### src/rtl/atomic_counters_pkg.sv
// Shared defaults and read-request decode for the atomic 64-bit counter block.
package atomic_counters_pkg;

  localparam int unsigned     DATABUS_DEF  = 32;
  localparam int unsigned     COUNTLEN_DEF = 64;
  localparam longint unsigned FAST_INC_DEF = 64'd1_000_000;

  typedef enum logic [1:0] {
    RD_IDLE,
    RD_LSB,
    RD_MSB
  } rd_kind_e;

  // atomic_i only matters while a request is present
  function automatic rd_kind_e rd_kind(input logic req, input logic atomic);
    if (!req) return RD_IDLE;
    return atomic ? RD_LSB : RD_MSB;
  endfunction

endpackage

### src/rtl/atomic_counters_counter64.sv
// Free-running wide counter: +1 or +FAST_INC per enabled edge, silent modulo wrap.
module counter64
  import atomic_counters_pkg::*;
#(
  parameter int unsigned     COUNTLEN = COUNTLEN_DEF,
  parameter longint unsigned FAST_INC = FAST_INC_DEF
) (
  input  logic                clk,
  input  logic                reset,
  input  logic                trig_i,
  input  logic                fast_i,
  output logic [COUNTLEN-1:0] cnt_next_o
);

  localparam logic [COUNTLEN-1:0] INC_FAST = COUNTLEN'(FAST_INC);
  localparam logic [COUNTLEN-1:0] INC_ONE  = COUNTLEN'(1);

  logic [COUNTLEN-1:0] cnt_q, cnt_d, inc;

  always_comb begin
    inc = '0;
    if (trig_i) inc = fast_i ? INC_FAST : INC_ONE;
    cnt_d = cnt_q + inc;
  end

  always_ff @(posedge clk or negedge reset) begin
    if (!reset) cnt_q <= '0;
    else        cnt_q <= cnt_d;
  end

  // Readers sample the post-increment value so a same-cycle read includes it
  assign cnt_next_o = cnt_d;

endmodule

### src/rtl/atomic_counters.sv
// Wide counter read over a narrow bus: atomic read returns LSB and snapshots MSB.
module atomic_counters
  import atomic_counters_pkg::*;
#(
  parameter int unsigned     DATABUS  = DATABUS_DEF,
  parameter int unsigned     COUNTLEN = COUNTLEN_DEF,
  parameter longint unsigned FAST_INC = FAST_INC_DEF
) (
  input  logic               clk,
  input  logic               reset,
  input  logic               trig_i,
  input  logic               fast_i,
  input  logic               req_i,
  input  logic               atomic_i,
  output logic               ack_o,
  output logic [DATABUS-1:0] count_o
);

  logic [COUNTLEN-1:0] cnt_next;
  logic [DATABUS-1:0]  msb_q, msb_d, count_q, count_d;
  logic                ack_q, ack_d;
  rd_kind_e            kind;

  counter64 #(
    .COUNTLEN (COUNTLEN),
    .FAST_INC (FAST_INC)
  ) u_counter (
    .clk        (clk),
    .reset      (reset),
    .trig_i     (trig_i),
    .fast_i     (fast_i),
    .cnt_next_o (cnt_next)
  );

  always_comb begin
    kind    = rd_kind(req_i, atomic_i);
    msb_d   = msb_q;
    count_d = count_q;
    ack_d   = req_i;
    unique case (kind)
      RD_LSB: begin
        count_d = cnt_next[DATABUS-1:0];
        msb_d   = cnt_next[COUNTLEN-1 -: DATABUS];
      end
      RD_MSB:  count_d = msb_q;
      default: ;
    endcase
  end

  always_ff @(posedge clk or negedge reset) begin
    if (!reset) begin
      msb_q   <= '0;
      count_q <= '0;
      ack_q   <= 1'b0;
    end else begin
      msb_q   <= msb_d;
      count_q <= count_d;
      ack_q   <= ack_d;
    end
  end

  assign ack_o   = ack_q;
  assign count_o = count_q;

endmodule

### config.mk
export PLATFORM = sky130hd
export DESIGN_NAME = atomic_counters
export DESIGN_NICKNAME = d
export VERILOG_FILES = /design/src/rtl/atomic_counters_pkg.sv /design/src/rtl/atomic_counters_counter64.sv /design/src/rtl/atomic_counters.sv
export SDC_FILE = /design/constraint.sdc
export NUM_CORES = 1
export LEC_CHECK = 0
export BUFFER_PORTS_ARGS = -buffer_cell sky130_fd_sc_hd__buf_4
export CAP_MARGIN = 0
export CORE_UTILIZATION = 57
export CTS_BUF_LIST = sky130_fd_sc_hd__clkbuf_4 sky130_fd_sc_hd__clkbuf_8
export DETAILED_ROUTE_END_ITERATION = 6
export GPL_TIMING_DRIVEN = 1
export PLACE_DENSITY_LB_ADDON = 0.25
export SLEW_MARGIN = 5
export SYNTH_ARGS = -nofsm -noshare
export SYNTH_HDL_FRONTEND = slang
export SYNTH_HIERARCHICAL = 1
export SYNTH_SLANG_ARGS = --single-unit
export TNS_END_PERCENT = 10
### constraint.sdc
create_clock -name clk -period 2.14 [get_ports clk]
set_input_delay 0.428 -clock clk [delete_from_list [all_inputs] [get_ports clk]]
set_output_delay 0.428 -clock clk [all_outputs]
set_load 0.03 [all_outputs]
* Yosys cells after proc, flatten, opt, wreduce, memory -nomap -nowiden *
Index checks and enable logic that the tools add are counted.

word-level totals
  bits in registers = 129
  word-level logic and storage cells = 13
  bits of input ports = 6
  output and inout bits = 33

operators by class
  reduce and logical (&&, ||, !) cells = 1
  add/subtract/negate cells = 1
  muxes and demuxes = 5
  equality and inequality tests = 2

operator list
  cell                                                  count
  adder 64 bit                                          1
  two-way mux 64 bit                                    1
  case mux 32 bit (2 select lines)                      1
  two-way mux 20 bit                                    1
  two-way mux 2 bit                                     2
  equality test 2 x 1 -> 1 bit (second input constant)  1
  equality test 2 bit (second input constant)           1
  nonzero test 2 bit                                    1

* Depth between registers and ports, before layout *
  depth in word-level cells = 4
  gate-level depth with buffers = 11

* Modules after synthesis *
The synthesis kept the hierarchy.

by module, submodules not included
  module           sequential area each (sq um)  area each (sq um)  cells an instance  times used
  counter64        1601.5                        3698.5             357                1
  atomic_counters  1626.6                        2810.2             208                1

* Worst setup path after synthesis *
OpenSTA, ideal clock, no wires.

  kind = input to register
  start point = in fast_i
  end point = reg msb_q[19]
  data arrival time = 2275 ps
  stages on the path = 9
  path buffers = 0
  slack = -260 ps
  cell sequence = and2b_1 > ha_1 > nand3_1 > or2_1 > o22ai_2 > nand4_4 > a2111oi_4 > xor2_1 > mux2_4

between the ends
  longest elaborated chain between the ends = 3

ends and longest elaborated chain
  element               line                             text
  from (decl)           atomic_counters.sv:12            input logic fast_i,
  two-way mux 20 bit    atomic_counters_counter64.sv:22  if (trig_i) inc = fast_i ? INC_FAST : INC_ONE;
  two-way mux 64 bit    atomic_counters_counter64.sv:22
  adder 64 bit          atomic_counters_counter64.sv:23  cnt_d = cnt_q + inc;
  net cnt_next[51]      atomic_counters.sv:19            logic [COUNTLEN-1:0] cnt_next;
  to (signal assigned)  atomic_counters.sv:56            msb_q <= msb_d;
  to (decl)             atomic_counters.sv:20            logic [DATABUS-1:0] msb_q, msb_d, count_q, count_d;

The timed path passes the listed nets, and every way through them passes these cells.
A chain may end at the register's enable or synchronous reset.

* Worst setup path after layout *
  start point = reg u_counter.cnt_q[8]
  end point = reg msb_q[5]

between the ends
  longest elaborated chain between the ends = 1

ends and longest elaborated chain
  element                 line                             text
  from (decl)             atomic_counters_counter64.sv:18  logic [COUNTLEN-1:0] cnt_q, cnt_d, inc;
  from (signal assigned)  atomic_counters_counter64.sv:28  else cnt_q <= cnt_d;
  adder 64 bit            atomic_counters_counter64.sv:23
  net cnt_next[37]        atomic_counters.sv:19

The timed path passes the listed nets, and every way through them passes these cells.

==> summary.md <==
| Metric | Value |
|---|---|
| Max Root-Sink Buffers | `2` |
| Layout cells sized above 1 | `0.4165` |
| Die H | `108.9 um` |
| Synth top area share | `0.4960` |
| Clock latency on the worst-skew pair | `460 ps` |
| Initial antenna violation count | `0` |
| Diode count | `0` |
| Critical Path RT | `2490 ps` |
| CP delay by family, top | `compound AO/OA/AOI/OAI gates` |
| RSZ-0062 raised after global routing | `yes` |
| Ys flop type | `dfrtp_1` |
| Initial DRT Pass Iterations | `7` |
| Hold Fails Final Rpt | `0` |
| Largest net degree at the start of global routing | `66` |
| Row cnt | `38` |
| Final setup violation count | `34` |
| Tmin final | `2257 ps` |
| Die area | `11,850 um2` |
| Vias in the first global route | `5,008` |
| Hold crit path type | `in -> async` |
| Clk root buf | `clkbuf_8` |
| DRT antenna net count | `0` |
| CP Cell Sequence | `and4_4 -> buf_6 -> a22o_4 -> a21o_4 -> a31oi_4 -> buf_12 -> clkbuf_16 -> nor2_2 -> xor2_2 -> mux2_4` |
| Clock transition at path regs | `80 ps` |
| Syn Inst Count | `565` |
| Worst slew pin tran | `633.9 ps` |
| YS warnings | `6` |
| Worst Skew | `12.06 ps` |
| Max Cap Viol | `0` |
| H-tree depth | `4` |
| Syn-to-layout area delta | `30.26%` |
| Vias after detailed routing | `4,964` |
| DRC violations left | `0` |
| Post-DP HPWL | `10.74 mm` |
| FMAX | `443.2 MHz` |
| FF+latch count, synth | `129` |
| Largest family of logic cells by synthesized area | `simple AND/OR/NAND/NOR gates` |
| Syn Nets | `573` |
| Post-synthesis compound-gate area fraction | `0.08497` |
| Final WL | `16.56 mm` |
| Drt initial violations | `345` |
| Status | `complete, but fails checks` |
| Layout Nets | `709` |
| Final Cycle Share | `1.054` |
| Commonest non-fill, non-tap cell in the layout | `dfrtp_1` |
| Worst relative slew slack | `0.5774` |
| First-pass GRT wire length | `25.60 mm` |
| Routability cong. | `0.8535` |
| CTS tree | `yes` |
| CTS buffer count | `17` |
| Most frequent cells in the layout | `dfrtp_1 (126), buf_4 (125), nor2_1 (49)` |
| CP endpoint kind | `flip-flop` |
| IO Count | `39` |
| Chip width | `108.9 um` |
| Drt via density | `5.819` |
| Sequential fraction of the synthesis area | `0.4960` |
| Post-synth EDFFs | `0` |
| Multi-input logic area | `3408 um2` |
| CP max stage cell | `dfrtp_1` |
| Leakage power | `4.050 nW` |
| Total Routing Usage GR | `0.2935` |
| Avg Cell Area, Syn | `11.52 um2` |
| Post-Layout Cell Count | `853` |
| Yosys top cell by area | `dfrtp_1` |
| Mapped Area | `6509 um2` |
| Synth async-reset ratio | `1.000` |
| Critical Path Max Stage Delay | `420 ps` |
| Port Buffer Count | `38` |
| GR Overflow Total | `0` |
| Worst setup margin | `-116.6 ps` |
| Worst Setup Start Kind | `flip-flop` |
| Post-synthesis adder-cell area fraction | `0.005383` |
| Fillers | `686` |
| Starting density of the core | `0.5926` |
| Clock sink count | `129` |
| Placed Cells incl. Taps | `808` |
| Setup_tns | `-2346 ps` |
| PD cells | `1003 nW/um2` |
| Worst vdd ir | `0.8086 mV` |
| Hold WS | `463.8 ps` |
| Total core area | `10,980 um2` |
| Violations in the final reports | `setup timing` |
| CP bufs+invs | `3` |
| WS Path Type | `reg -> reg` |
| Avg WL per Cell | `19.41 um` |
| Synth Area in XOR/XNOR | `0.08881` |
| Crit path arrival time | `2610 ps` |
| Reg area | `3232 um2` |
| Worst reg2reg path depth | `10` |
| Worst-path fanout max | `5` |
| Simple-gate portion of the synthesized area | `0.1628` |
| Post-synthesis mux area share | `0.1265` |
| WP depth | `10` |
| Yosys cell types | `65` |
| Top post-synthesis cells by area | `dfrtp_1 (50%), mux2_4 (6.9%), xor2_1 (5.8%)` |
| Slew Viols, Final | `0` |
-- metrics by stage --
step | setup WS (ps) | total power [mW] | utilization | area (um2)
floorplan | -138.8 | 4.836 | - | 6534
global placement | -427.8 | 6.132 | 0.6889 | 7566
detailed placement | -532.6 | 6.209 | 0.6889 | 7566
CTS | -86.04 | 8.283 | 0.7376 | 8102
global route | -193.1 | 8.922 | 0.7719 | 8478
finish | -116.6 | 8.503 | 0.7719 | 8478
-- final timing paths --
kind | slack (ps) | endpoint | startpoint
worst max-delay path | -120 | msb_q[5] | u_counter/cnt_q[8]
worst min-delay path | 460 | u_counter/cnt_q[4] | reset
worst max register to register | -120 | msb_q[5] | u_counter/cnt_q[8]
worst min register to register | 470 | u_counter/cnt_q[63] | u_counter/cnt_q[63]
max in group asynchronous | 1030 | count_o[12] | reset
min in group clk | 470 | u_counter/cnt_q[63] | u_counter/cnt_q[63]
-- state kept, by name (all words and copies together) (netlist names) --
signal           count
ack_o                1
count_o             32
u_counter/cnt_q     64
msb_q               32
-- final cells by class --
cell class | count | area share
clock buffers | 19 | 0.03084
repair buffers | 145 | 0.1491
inverters | 8 | 0.003542
multi-input cells | 400 | 0.4020
clock inverters | 12 | 0.01269
well taps | 140 | 0.02066
flip-flops and latches | 129 | 0.3812
-- cells in the mapped netlist (all sizes together), types with 3 or more instances --
| master | count |
|---|---|
| dfrtp | 129 |
| nor2 | 59 |
| xor2 | 43 |
| a21oi | 40 |
| nand2 | 37 |
| mux2i | 35 |
| mux2 | 32 |
| nand3 | 28 |
| buf | 23 |
| xnor2 | 23 |
| nand4 | 14 |
| nor4 | 14 |
| nor3 | 12 |
| inv | 8 |
| and3 | 6 |
| a31oi | 5 |
| and4 | 5 |
| clkbuf | 5 |
| a211oi | 4 |
| and2 | 4 |
| o21ai | 4 |
| a21boi | 3 |
| a22o | 3 |
-- cells by family (layout without fill, tap and decap cells) --
group | count (synthesis) | count (layout)
mux | 67 | 67
buf+inv | 36 | 184
flops | 129 | 129
fa+ha+maj | 3 | 3
xor+xnor | 66 | 66
simple gates | 189 | 189
compound gates | 75 | 75
-- per-layer routing --
layer | wire length, um | track usage | up-vias | share of wire
met5 | 0 | 0 | - | 0
met4 | 481 | 0.1274 | 0 | 0.029
met3 | 631 | 0.06635 | 35 | 0.038
met2 | 8273 | 0.4695 | 149 | 0.50
met1 | 7174 | 0.3829 | 2505 | 0.43
li1 | - | - | 2275 | -
-- repair_timing --
action	CTS	global route
gates cloned	0	3
hold buffers	1	0
pin swaps	17	32
gates resized for setup	26	58
setup endpoints to repair	30	49
hold endpoints to repair	33	0
setup buffers	5	6
-- report_power, final --
part	internal [mW]	switching [mW]	total (mW)
Combinational	1.53	1.68	3.22
Sequential	2.92	0.403	3.32
Clock	0.971	0.995	1.97
(Power assumes the default switching activity.)
